===== config.mk =====
export PLATFORM = sky130hd
export DESIGN_NAME = kmp_partition_ctrl
export DESIGN_NICKNAME = d
export VERILOG_FILES = /design/src/rtl/kmp_partition_ctrl.sv
export SDC_FILE = /design/constraint.sdc
export NUM_CORES = 1
export LEC_CHECK = 0
export BUFFER_PORTS_ARGS = -buffer_cell sky130_fd_sc_hd__buf_4
export CAP_MARGIN = 20
export CORE_MARGIN = 8
export CORE_UTILIZATION = 50
export DETAILED_ROUTE_END_ITERATION = 8
export HOLD_SLACK_MARGIN = 0.05
export PLACE_DENSITY = 0.73
export SLEW_MARGIN = 20
export SYNTH_ARGS = -nofsm -noshare
export SYNTH_HDL_FRONTEND = slang
export SYNTH_SLANG_ARGS = --single-unit

===== constraint.sdc =====
create_clock -name clk -period 15.25 [get_ports clk]
set_input_delay 1.525 -clock clk [delete_from_list [all_inputs] [get_ports clk]]
set_output_delay 1.525 -clock clk [all_outputs]
set_load 0.02 [all_outputs]

===== src/rtl/kmp_partition_ctrl.sv =====
// Dispatch/collect controller for the parallel KMP matcher: splits the string into
// overlapping per-PE windows, gathers per-PE match reports and reduces them to the earliest hit.
module kmp_partition_ctrl #(
    parameter int NUM_PE = 4,
    parameter int STR_AW = 6,
    parameter int PAT_AW = 4,
    parameter int TO_W   = 8
) (
    input  logic                     clk,
    input  logic                     reset,
    input  logic                     input_valid,
    output logic                     input_ready,
    input  logic [STR_AW-1:0]        str_last_idx,
    input  logic [PAT_AW-1:0]        pat_last_idx,
    output logic                     pe_valid,
    output logic [NUM_PE-1:0]        pe_enable,
    output logic [NUM_PE*STR_AW-1:0] start_idx,
    output logic [NUM_PE*STR_AW-1:0] end_idx,
    input  logic [NUM_PE-1:0]        i_match_valid,
    input  logic [NUM_PE-1:0]        i_match,
    input  logic [NUM_PE*STR_AW-1:0] i_match_idx,
    output logic                     o_valid,
    output logic                     o_match,
    output logic [STR_AW-1:0]        o_match_idx,
    output logic                     o_timeout
);

    localparam int LOG2_PE = $clog2(NUM_PE);
    localparam logic [TO_W-1:0] WD_LAST = {{(TO_W-1){1'b1}}, 1'b0};

    typedef enum logic [1:0] {S_IDLE, S_DISPATCH, S_WAIT, S_REDUCE} state_t;
    typedef logic [STR_AW:0] ext_t;

    state_t                     state;
    logic [NUM_PE-1:0]          collected;
    logic [NUM_PE-1:0]          match_q;
    logic [NUM_PE*STR_AW-1:0]   idx_q;
    logic [TO_W-1:0]            wd;

    ext_t                       disp_len;
    ext_t                       disp_np;
    ext_t                       disp_raw;
    logic [NUM_PE-1:0]          disp_enable;
    logic [NUM_PE*STR_AW-1:0]   disp_start;
    logic [NUM_PE*STR_AW-1:0]   disp_end;

    logic [NUM_PE-1:0]          new_hits;
    logic                       all_in;
    logic                       red_hit;
    logic [STR_AW-1:0]          red_idx;

    // Window split, computed from the live request so it can be registered on the accept edge.
    // The length and window-end sums carry one extra bit so a full-width string cannot wrap.
    always_comb begin
        disp_len    = ext_t'(str_last_idx) + ext_t'(1);
        disp_np     = disp_len >> LOG2_PE;
        disp_raw    = '0;
        disp_enable = '0;
        disp_start  = '0;
        disp_end    = '0;
        if (disp_np == '0) begin
            disp_enable[0]          = 1'b1;
            disp_end[0 +: STR_AW]   = str_last_idx;
        end else begin
            disp_enable = '1;
            for (int k = 0; k < NUM_PE; k++) begin
                disp_start[k*STR_AW +: STR_AW] = STR_AW'(ext_t'(k) * disp_np);
                if (k == NUM_PE - 1) begin
                    disp_end[k*STR_AW +: STR_AW] = str_last_idx;
                end else begin
                    disp_raw = ext_t'(k + 1) * disp_np - ext_t'(1) + ext_t'(pat_last_idx);
                    disp_end[k*STR_AW +: STR_AW] =
                        (disp_raw > ext_t'(str_last_idx)) ? str_last_idx : STR_AW'(disp_raw);
                end
            end
        end
    end

    assign new_hits = i_match_valid & pe_enable & ~collected;
    assign all_in   = ((collected | new_hits) == pe_enable);

    // Strict '<' while scanning upward keeps ties on the lowest PE index.
    always_comb begin
        red_hit = 1'b0;
        red_idx = '0;
        for (int k = 0; k < NUM_PE; k++) begin
            if (collected[k] && match_q[k] &&
                (!red_hit || idx_q[k*STR_AW +: STR_AW] < red_idx)) begin
                red_hit = 1'b1;
                red_idx = idx_q[k*STR_AW +: STR_AW];
            end
        end
    end

    // NOTE: all state uses non-blocking assignments so every register samples pre-edge values.
    always_ff @(posedge clk) begin
        if (reset) begin
            state       <= S_IDLE;
            input_ready <= 1'b1;
            pe_valid    <= 1'b0;
            pe_enable   <= '0;
            start_idx   <= '0;
            end_idx     <= '0;
            // NOTE: the collect registers are reset as well so a stale result can never leak into a new job.
            collected   <= '0;
            match_q     <= '0;
            idx_q       <= '0;
            wd          <= '0;
            o_valid     <= 1'b0;
            o_match     <= 1'b0;
            o_match_idx <= '0;
            o_timeout   <= 1'b0;
        end else begin
            pe_valid <= 1'b0;
            o_valid  <= 1'b0;
            case (state)
                S_IDLE: begin
                    if (input_valid && input_ready) begin
                        state       <= S_DISPATCH;
                        input_ready <= 1'b0;
                        pe_valid    <= 1'b1;
                        pe_enable   <= disp_enable;
                        start_idx   <= disp_start;
                        end_idx     <= disp_end;
                    end
                end
                S_DISPATCH: begin
                    start_idx <= '0;
                    end_idx   <= '0;
                    collected <= '0;
                    match_q   <= '0;
                    idx_q     <= '0;
                    wd        <= '0;
                    state     <= S_WAIT;
                end
                S_WAIT: begin
                    wd <= wd + TO_W'(1);
                    for (int k = 0; k < NUM_PE; k++) begin
                        if (new_hits[k]) begin
                            collected[k]                <= 1'b1;
                            match_q[k]                  <= i_match[k];
                            idx_q[k*STR_AW +: STR_AW]   <= i_match_idx[k*STR_AW +: STR_AW];
                        end
                    end
                    if (all_in || wd == WD_LAST) begin
                        state <= S_REDUCE;
                    end
                end
                S_REDUCE: begin
                    o_valid     <= 1'b1;
                    o_match     <= red_hit;
                    o_match_idx <= red_idx;
                    o_timeout   <= (collected != pe_enable);
                    pe_enable   <= '0;
                    input_ready <= 1'b1;
                    state       <= S_IDLE;
                end
                default: begin
                    state       <= S_IDLE;
                    input_ready <= 1'b1;
                end
            endcase
        end
    end

endmodule


Yosys cells after proc, flatten, opt, wreduce, memory -nomap -nowiden --
Cells that the tools add are included.
Storage, ports and cells: register bits 105, bits of input ports 45, output and inout port bits 63, logic and storage cells 127
Cells by class: add/sub/neg operators 8, multiply operators 1, $lt $le $gt $ge 6, equal/unequal tests 12, multiplexer cells 44, bitwise logic cells 5, reductions and logical operators 28
Operator list (number):
- $pmux W24 S2 | 3
- $mux W24 | 3
- $mux W6 | 12
- $pmux W4 S2 | 3
- $gt A7 B6 Y1 | 3
- $lt A6 B6 Y1 | 3
- $mux W18 | 1
- $pmux W8 S2 | 1
- $mux W1 | 15
- $add A7 B4 Y7 | 2
- $reduce_and A2 Y1 | 7
- $ne A2 B2 Y1 const B | 6
- $add A8 B1 Y8 const B | 1
- $and A4 B4 Y4 | 2
- $eq A8 B8 Y1 const B | 1
- $logic_and A1 B1 Y1 | 8
- $pmux W2 S4 | 1
- $add A6 B1 Y7 const B | 1
- $add A6 B5 Y7 | 1
- $logic_not A7 Y1 | 1
- $mul A2 B5 Y7 const A | 1
- $sub A6 B1 Y7 const B | 1
- $sub A7 B1 Y7 const B | 1
- $reduce_bool A2 Y1 | 3
- other kinds (16) | 23

Logic depth before layout (Yosys ltp) --
Gate-level depths: netlist of the first run.
depth after elaboration 14, depth in mapped cells 24, mapped depth without buffers 22

Least setup slack after synthesis of the first run --
No wires, ideal clock.
path type input to register, from in str_last_idx[1], to reg end_idx[12], library setup time 0.128 ns, data arrival time 4.864 ns, required time 15.122 ns, slack 10.258 ns, cell stages on the path 18, buffers on the path 1, cells stage by stage buf_4 -> nand3_1 -> xnor2_1 -> ha_1 -> fa_1 -> inv_1 -> ha_1 -> inv_1 -> fa_1 -> a21o_1 -> a21oi_1 -> xnor2_1 -> ha_1 -> nand2_1 -> o22ai_1 -> o21ai_4 -> mux2i_1 -> o21ai_1
On the way: word-level cells in the longest chain between the ends 9, elaborated cells between the ends (all ways) 10, those cells by class 3 x add/sub; 1 x mul; 1 x order compare; 4 x mux; 1 x reduce/logical
RTL lines:
- start, declared | RTL line 13 | input logic [STR_AW-1:0] str_last_idx,
- $add A6 B1 Y7 | RTL line 55 | disp_len = ext_t'(str_last_idx) + ext_t'(1);
- $mul A2 B5 Y7
- $sub A7 B1 Y7 | RTL line 71 | disp_raw = ext_t'(k + 1) * disp_np - ext_t'(1) + ext_t'(pat_last_idx);
- $add A7 B4 Y7 | RTL line 71
- $gt A7 B6 Y1 | RTL line 73 | (disp_raw > ext_t'(str_last_idx)) ? str_last_idx : STR_AW'(disp_raw);
- $mux W6 | RTL line 73
- $mux W18 * | RTL line 61 | if (disp_np == '0) begin
- $mux W24 * | RTL line 118 | if (input_valid && input_ready) begin
- $pmux W24 S2 * | RTL line 116 | case (state)
- end signal, assigned | RTL line 124 | end_idx <= disp_end;
- end, declared | RTL line 18 | output logic [NUM_PE*STR_AW-1:0] end_idx,
Every way passes the cells marked *; elsewhere a longest branch is shown, timed or not. The select of a mux whose other input is x is not followed. A chain may end at the register's enable or synchronous reset.

Worst setup path in the final report of the first run --
from reg collected[0], to reg o_match_idx[3]
On the way: word-level cells in the longest chain between the ends 14, elaborated cells between the ends (all ways) 20, those cells by class 3 x order compare; 7 x mux; 10 x reduce/logical
RTL lines:
- start, declared | RTL line 35 | logic [NUM_PE-1:0] collected;
- start signal, assigned | RTL line 105 | collected <= '0;
- start signal, assigned | RTL line 130 | collected <= '0;
- start signal, assigned by index | RTL line 140 | collected[k] <= 1'b1;
- $logic_and A1 B1 Y1 * | RTL line 87 | if (collected[k] && match_q[k] &&
- $mux W6 or $mux W1 (tied branches) | RTL line 87
- $lt A6 B6 Y1 or $logic_not A1 Y1 (tied branches) | RTL line 88 | (!red_hit || idx_q[k*STR_AW +: STR_AW] < red_idx)) begin
- $logic_or A1 B1 Y1 | RTL line 88
- $logic_and A1 B1 Y1 | RTL line 87
- $mux W6 or $mux W1 (tied branches) | RTL line 87
- $lt A6 B6 Y1 or $logic_not A1 Y1 (tied branches) | RTL line 88
- $logic_or A1 B1 Y1 | RTL line 88
- $logic_and A1 B1 Y1 | RTL line 87
- $mux W6 or $mux W1 (tied branches) | RTL line 87
- $lt A6 B6 Y1 or $logic_not A1 Y1 (tied branches) | RTL line 88
- $logic_or A1 B1 Y1 | RTL line 88
- $logic_and A1 B1 Y1 | RTL line 87
- $mux W6 * | RTL line 87
- end signal, assigned | RTL line 152 | o_match_idx <= red_idx;
- end, declared | RTL line 24 | output logic [STR_AW-1:0] o_match_idx,
Every way passes the cells marked *; elsewhere a longest branch is shown, timed or not.

==> out/metrics.yaml, run 1 <==
die_y_um: 124
dieWidth_um: 124
yosysTopAreaCell: "dfxtp_1"
fp.coreArea_sq_um: 11400
tns_ns: 0
fillers: 1037
area_growth_pct: 18.2
synthArstFlopShare: 0
synth_edf_count: 0
setup_viol: 0
synth_top_area_frac: 0.307
synth_compound_area_frac: 0.216
grt-ovfl-total: 0
grt_pass1_vias: 4999
syn_area_sq_um: 5810
ant_nets: 0
ys.flop_type: "dfxtp_1"
synthSimpleGateAreaFrac: 0.150
globalplace.congestion: 0.940
grt_max_degree: 52
synth_top_family_by_area: "compound AO/OA/AOI/OAI gates"
drt_first_pass_iters: 7
ios: 108
reg2reg_depth: 21
r2r_slack_ns: 9.54
wl_per_cell_um: 17.0
hp-class: "reg2reg"
worstPathRequired_ns: 15.50
fin_crit_sh: 0.374
place_ws_ns: 9.61
seqPwrFrac: 0.312
reg2reg_to: "o_match_idx[3]"
grt_antenna_before_repair: 0
r2r_start: "collected[0]"
critPathArrivalTime_ns: 5.95
yosys.area_share.adder: 0.165
worstSetupPathType: "reg2reg"
rows: 39
ys_types: 76
hold_end: "end_idx[4]"
numCtsBuffers: 9
min_path_cells: 2
rsz0062_at_grt: "false"
cts-root-buf: "clkbuf_16"
clock.fmax_mhz: 175
critPathSlowestCell: "dfxtp_1"
antennaDiodeCount: 0
combPwrFrac: 0.446
sw_frac_of_total: 0.394
finalHoldViolations: 0
cts_tree: "done"
clock_skew_ns: 0.00493
via_per_inst: 5.67
hold_ws_ns: 0.446
worstMarginPinSlew_ns: 1.01
seq_area_frac_synth: 0.307
start_util: 0.511
synthMuxAreaShare: 0.0426
track_usage: 0.199
clock_sinks: 89
p_int_uw: 566
worst_slack_ns: 9.54
synth_cells: 668
drt-initial-drc-count: 364
avgSynthCellArea_sq_um: 8.70
slew_violations: 0
drc: 0
final_nets: 871
path_max_fanout: 10
vias: 5107
critPathMaxStageDelay_ns: 0.50
cts_resized: 0
cts_hold_buf: 0
synth_xor_area_frac: 0.0450
drv_cap: 0
crit_path_end_kind: "flip-flop"
power_density_nw_per_um2: 136
crit_top_cell: "o211ai_1"
dieArea_sq_um: 15300
yosys_warnings: 0
synth_commonest_cells: "89 x dfxtp_1, 70 x ha_1, 60 x nand2_1"
cts_setup_buffers: 0
cp-start-kind: "flip-flop"
hpwl_um: 12100
clkTransAtPathRegs_ns: 0.06
peakVddDrop_mv: 0.0774
drive_above_1_share: 0.184
clock_power_share: 0.242
power_leakage_nw: 3.05
grt_pass1_wl_um: 24300
ys_top_cells_by_area: "dfxtp_1 31%, ha_1 15%, nand2_1 3.9%, inv_1 3.4%, nor2_1 3.4%"
portBuffers: 99
relSlewSlack: 0.324
period_needed_ns: 5.71
routed_wl_um: 15300
cp_cell_sequence: "and2_1 -> nand2_1 -> ha_1 -> a2111oi_2 -> o21ai_1 -> a21oi_4 -> mux2_2 -> ha_1 -> a211oi_1 -> o211ai_1 -> o211ai_1 -> nand3b_1 -> o21ai_0 -> ha_1 -> a21oi_1 -> o211ai_1 -> o21ai_0 -> a21oi_1 -> and2_2 -> o211ai_1 -> a311oi_1"
status: "completed"
synth_seq_cells: 89
min-delay-start: "end_idx[4]"
synth_most_common_cell: "dfxtp_1"
power_switching_uw: 368
clkLatencyLatePin_ns: 0.34
cts_buffer_depth: 2
cts-htree-levels: 3
logic make-up after synthesis:
family / Yosys count
compound gates: 182
xor+xnor: 26
fa+ha+maj: 74
buf+inv: 90
flops: 89
mux: 24
other cells: 1
simple gates: 182
how the worst max path moves through the flow:
stage / from / endpoint / slack, ns
3_3_place_gp: str_last_idx[4] / end_idx[0] / 9.72
4_1_cts: collected[0] / o_match_idx[3] / 9.57
2_1_floorplan: str_last_idx[1] / end_idx[12] / 10.26
5_1_grt: collected[0] / o_match_idx[2] / 9.01
3_5_place_dp: collected[0] / o_match_idx[3] / 9.61
6_report: collected[0] / o_match_idx[3] / 9.54
stage by stage:
| stage | util | power (mW) | instances | instance area, sq um |
|---|---|---|---|---|
| floorplan | - | 0.585 | 675 | 5840 |
| global placement | 0.577 | 0.694 | 884 | 6560 |
| detailed placement | 0.577 | 0.709 | 884 | 6560 |
| CTS | 0.604 | 0.938 | 900 | 6870 |
| global route | 0.604 | 0.993 | 900 | 6870 |
| finish | 0.604 | 0.935 | 900 | 6870 |
state kept, by name (all words and copies together), names as in the netlist:
signal / flops
end_idx: 24
idx_q: 24
start_idx: 10
wd: 8
o_match_idx: 6
collected: 4
match_q: 4
pe_enable: 2
state: 2
input_ready: 1
o_match: 1
o_timeout: 1
o_valid: 1
pe_valid: 1
layout make-up:
| cell class | instances | area [sq um] | share of cell area |
|---|---|---|---|
| inverters | 54 | 210 | 0.0306 |
| well taps | 143 | 179 | 0.0261 |
| multi-input cells | 496 | 3620 | 0.528 |
| clock inverters | 6 | 66.3 | 0.00966 |
| repair buffers | 102 | 766 | 0.112 |
| flip-flops and latches | 89 | 1780 | 0.259 |
| clock buffers | 10 | 239 | 0.0348 |
power groups by stage:
stage	Combinational (mW)	Sequential, mW	Clock [mW]
3_3_place_gp	0.399	0.294	0
3_5_place_dp	0.413	0.296	0
5_1_grt	0.456	0.296	0.242
2_1_floorplan	0.263	0.322	0
4_1_cts	0.416	0.292	0.230
6_report	0.417	0.291	0.227
per-layer routing:
layer	share of wire	vias up	GRT usage	wire, um
li1	-	2519	-	-
met1	0.44	2390	0.255	6800
met2	0.47	177	0.324	7120
met3	0.074	21	0.0435	1130
met4	0.017	0	0.0692	258
met5	0	-	0	0
worst max-delay path: cells and delay by family (launching register included):
family / cells / cell delay (ns)
AO/OA/AOI/OAI: 13 / 2.91
adder cells (fa/ha/maj): 3 / 0.93
flip-flops: 1 / 0.50
multiplexers: 1 / 0.38
AND/OR/NAND/NOR: 4 / 0.88
cells in the final DEF, fill, tap and decap left out, types with 13 or more instances in the layout:
cell type / n
nand3_1: 16
o21ai_0: 24
a21oi_1: 38
ha_1: 70
a22o_1: 21
mux2i_1: 18
buf_4: 102
nand2_1: 60
a21o_1: 13
a22oi_1: 15
inv_1: 53
xnor2_1: 15
dfxtp_1: 89
nor2_1: 53
o21ai_1: 20
Note: power is estimated with default switching activity, not from simulation.
==> run 2: changes to the inputs <==
clock period = 5.75 ns   (was 15.25 ns; I/O delays follow)
==> run 2 against run 1 <==
Maximum frequency is 9.4% higher; setup slack worse by 9.0 ns; total power grew to 2.6 times the previous value; first-iteration DRC count is 15% lower; worst hold slack better by 0.0024 ns; critical endpoint is now o_match_idx[1]; highest routed layer unchanged.
==> out/metrics.yaml, run 2 (synthesis results as in run 1) <==
grt_max_degree: 52
grt_pass1_vias: 5037
relSlewSlack: 0.354
start_util: 0.511
utilization: 0.606
vias: 5093
reg.largest.list: "end_idx: 24 flops, idx_q: 24 flops, start_idx: 10 flops"
antennaDiodeCount: 0
fillers: 998
layoutNonFillerInstCount: 903
cts_tree: "done"
status: "completed"
final_common_cell: "buf_4"
hp-class: "in2reg"
cts-htree-levels: 3
clkLatencyLatePin_ns: 0.34
slew_violations: 0
rsz0062_at_grt: "false"
final_cell_mix: "105 x buf_4, 88 x dfxtp_1, 70 x ha_1"
track_usage: 0.202
period_needed_ns: 5.22
rows: 39
fp.coreArea_sq_um: 11400
r2r_start: "collected[0]"
power_density_nw_per_um2: 359
cts-root-buf: "clkbuf_16"
power_leakage_nw: 3.08
crit_path_end_kind: "flip-flop"
drv_cap: 0
worstSetupPathType: "reg2reg"
globalplace.congestion: 0.922
dpl.cell_count: 885
worstSetupStartpoint: "collected[0]"
clkTransAtPathRegs_ns: 0.07
drive_above_1_share: 0.191
cp-start-kind: "flip-flop"
worstPathRequired_ns: 6.00
multi_input_area_sq_um: 3630
die_y_um: 124
cts_buffer_depth: 2
peakVddDrop_mv: 0.209
seq_area_sq_um: 1780
numCtsBuffers: 9
wl_per_cell_um: 17.0
grt_antenna_before_repair: 0
clock_skew_ns: 0.00620
dieArea_sq_um: 15300
critPathArrivalTime_ns: 5.47
clock_sinks: 89
area_growth_pct: 18.6
finalHoldViolations: 0
setup_viol: 0
portBuffers: 99
drt_first_pass_iters: 5
grt-ovfl-total: 0
ios: 108
min-delay-start: "i_match_idx[12]"
hpwl_um: 12200
dpl_cell_area_sq_um: 6560
fin_crit_sh: 0.907
drc: 0
drt-initial-drc-count: 311
final_nets: 874
dieWidth_um: 124
path_max_fanout: 10
tns_ns: 0
routed_wl_um: 15400
fin_area_sq_um: 6890
worstMarginPinSlew_ns: 0.966
grt_pass1_wl_um: 24800
ant_nets: 0
via_per_inst: 5.64
clock.fmax_mhz: 192
==> run 2: changes by cell type in the layout (fill, tap and decap cells not counted), sizes merged <==
cell,previous run,this run
buf,102,105
inv,55,57
clkinv,2,3
clkbuf,10,9
clkinvlp,2,0
==> run 2: worst paths after layout <==
path,cells after the start,end,slack [ns]
worst max register to register,22,o_match_idx[1],0.53
worst min register to register,2,end_idx[13],0.46
worst min-delay path,2,idx_q[12],0.45
worst max-delay path,22,o_match_idx[1],0.53
==> run 2: metrics by stage <==
stage	power, mW	setup slack (ns)	hold WS [ns]
global route	2.63	0.0635	0.437
floorplan	1.55	0.880	0.448
CTS	2.48	0.108	0.436
finish	2.47	0.533	0.448
detailed placement	1.88	0.135	0.453
global placement	1.85	0.283	0.439
==> run 2: worst max-delay path: stages (launching register included) <==
cell	delay, ns
dfxtp_2	0.42
and2_2	0.24
nand2_1	0.10
ha_1	0.33
a2111oi_2	0.35
o21ai_2	0.15
a21oi_4	0.22
mux2_2	0.38
ha_1	0.31
a211oi_2	0.23
o211ai_1	0.18
o211ai_1	0.20
buf_4	0.17
nand3b_1	0.13
o21ai_0	0.12
ha_1	0.32
a21oi_1	0.07
o211ai_1	0.25
o21ai_0	0.16
a21oi_1	0.21
and2_2	0.23
o211ai_1	0.10
a311oi_1	0.26
==> run 2: metal layers <==
metal	GRT usage	up-vias	share of wire
li1	-	2530	-
met2	0.322	167	0.46
met1	0.266	2378	0.46
met3	0.0517	18	0.070
met4	0.0579	0	0.015
met5	0	-	0
==> run 2: final cells by class <==
class | instances | share of cell area
multi-input combinational | 496 | 0.527
timing repair buffer | 105 | 0.114
clock inverter | 7 | 0.0109
inverter | 54 | 0.0305
tap | 143 | 0.0260
sequential | 89 | 0.259
clock buffer | 9 | 0.0327
==> run 2: what timing repair did <==
action                     in CTS  in global routing
setup endpoints to repair       0                  6
hold buffers                    0                  0
setup buffers                   0                  2
gates resized for setup         0                  5
==> run 2: power breakdown <==
| part | internal (mW) | total (mW) | switching, mW |
|---|---|---|---|
| clock network | 0.341 | 0.597 | 0.257 |
| registers | 0.703 | 0.775 | 0.0722 |
| logic | 0.449 | 1.10 | 0.653 |
==> run 3: changes to the inputs <==
CAP_MARGIN = not set   (was 20)
CORE_UTILIZATION = 57   (was 50)
PLACE_DENSITY = 0.82   (was 0.73)
==> run 3 against run 2 <==
First-iteration DRC count down 0.32%; final cell count down 0.78%; register-to-register slack worse by 0.16 ns; maximum frequency down 3.0%; routed wire length up 1.0%; critical endpoint unchanged.
==> out/metrics.yaml, run 3 (synthesis results as in run 1) <==
status: "completed"
clock_sinks: 89
final_common_cell: "buf_4"
grt_antenna_before_repair: 0
hold_ws_ns: 0.422
slew_violations: 0
fin_crit_sh: 0.935
ios: 108
cts-root-buf: "clkbuf_8"
grt_pass1_wl_um: 24700
cts_buffer_depth: 2
drt_first_pass_iters: 4
min-delay-start: "i_match_idx[19]"
period_needed_ns: 5.38
numCtsBuffers: 9
wl_per_cell_um: 17.4
globalplace.congestion: 0.953
portBuffers: 99
rsz0062_at_grt: "false"
track_usage: 0.228
relSlewSlack: 0.321
dieWidth_um: 117
hpwl_um: 12200
wl_met2_um: 7550
fp.coreArea_sq_um: 10100
reg2reg_depth: 22
finalHoldViolations: 0
tns_ns: 0
worstSetupPathType: "reg2reg"
crit_path_end_kind: "flip-flop"
area_growth_pct: 16.7
rows: 37
antennaDiodeCount: 0
grt_max_degree: 52
clkTransAtPathRegs_ns: 0.10
power_density_nw_per_um2: 338
setup_viol: 0
die_y_um: 117
grt-ovfl-total: 0
worstMarginPinSlew_ns: 1.02
reg.largest.list: "end_idx: 24 flops, idx_q: 24 flops, start_idx: 10 flops"
cts-htree-levels: 3
hp-class: "in2reg"
r2r_start: "collected[0]"
via_per_inst: 5.85
clkLatencyLatePin_ns: 0.37
wl_met3_um: 1030
critPathArrivalTime_ns: 5.65
drt-met1-wl_um: 6500
drive_above_1_share: 0.192
drc: 0
peakVddDrop_mv: 0.229
drv_cap: 0
worstPathRequired_ns: 6.02
final_nets: 874
worstSetupStartpoint: "collected[0]"
path_max_fanout: 10
dpl.cell_count: 877
grt_pass1_vias: 5238
start_util: 0.576
drt-initial-drc-count: 310
routed_wl_um: 15500
cts_hold_buf: 0
vias: 5239
dpl_cell_area_sq_um: 6550
place_ws_ns: 0.0634
power_leakage_nw: 3.02
top_layer_used: "met4"
final_cell_mix: "105 x buf_4, 88 x dfxtp_1, 70 x ha_1"
worst_slack_ns: 0.373
ant_nets: 0
min_path_cells: 2
clock_skew_ns: 0.0161
dieArea_sq_um: 13700
r2r_slack_ns: 0.37
cp-start-kind: "flip-flop"
clock.fmax_mhz: 186
layoutNonFillerInstCount: 896
fin_area_sq_um: 6780
cts_tree: "done"
-- run 3: cell types whose count changed in the layout (fill, tap and decap cells not counted), sizes merged --
cell,before,now
bufinv,1,0
clkbuf,9,10
clkinv,3,1
clkinvlp,0,1
inv,57,58
-- run 3: where the power goes --
part	switching [mW]	internal [mW]
sequential	0.0666	0.702
clock	0.238	0.174
combinational	0.663	0.451
-- run 3: path summary, 6_finish.rpt --
kind / to
min: idx_q[19]
min reg2reg: end_idx[15]
max: o_match_idx[1]
max reg2reg: o_match_idx[1]
-- run 3: routing by layer --
metal  global-route usage  vias to the layer above
li1                     -                     2527
met1                0.260                     2504
met2                0.389                      171
met3               0.0570                       37
met4                0.118                        0
met5                    0                        -
-- run 3: metrics by stage --
stage | total power, mW | utilization
floorplan | 1.55 | -
global placement | 1.83 | 0.649
detailed placement | 1.88 | 0.649
CTS | 2.29 | 0.668
global route | 2.43 | 0.672
finish | 2.29 | 0.672
-- run 3: final cells by class --
type / instances / area [sq um]
Clock buffer: 10 / 138
Clock inverter: 6 / 47.5
Fill cell: 851 / 3310
Inverter: 54 / 210
Multi-Input combinational cell: 496 / 3640
Sequential cell: 89 / 1790
Tap cell: 136 / 170
Timing Repair Buffer: 105 / 788
-- run 3: worst max-delay path: stages, from the launching register on --
cell	delay, ns
dfxtp_4	0.41
and2_4	0.20
nand2_1	0.09
ha_1	0.32
a2111oi_2	0.33
o21ai_2	0.14
a21oi_4	0.25
mux2_2	0.39
ha_1	0.31
a211oi_2	0.24
o211ai_1	0.19
o211ai_1	0.22
buf_4	0.19
nand3b_1	0.14
o21ai_0	0.14
ha_1	0.36
nand2_1	0.07
o211ai_1	0.30
a21oi_1	0.16
a21oi_1	0.23
and2_2	0.22
o211ai_1	0.11
a311oi_1	0.28
-- run 3: repair_timing --
action / 4_1_cts / 5_1_grt
gates cloned: 0 / 0
pin swaps: 1 / 3
buffers inserted: 2 / 1
resized for setup: 0 / 9
setup endpoints to repair: 5 / 6
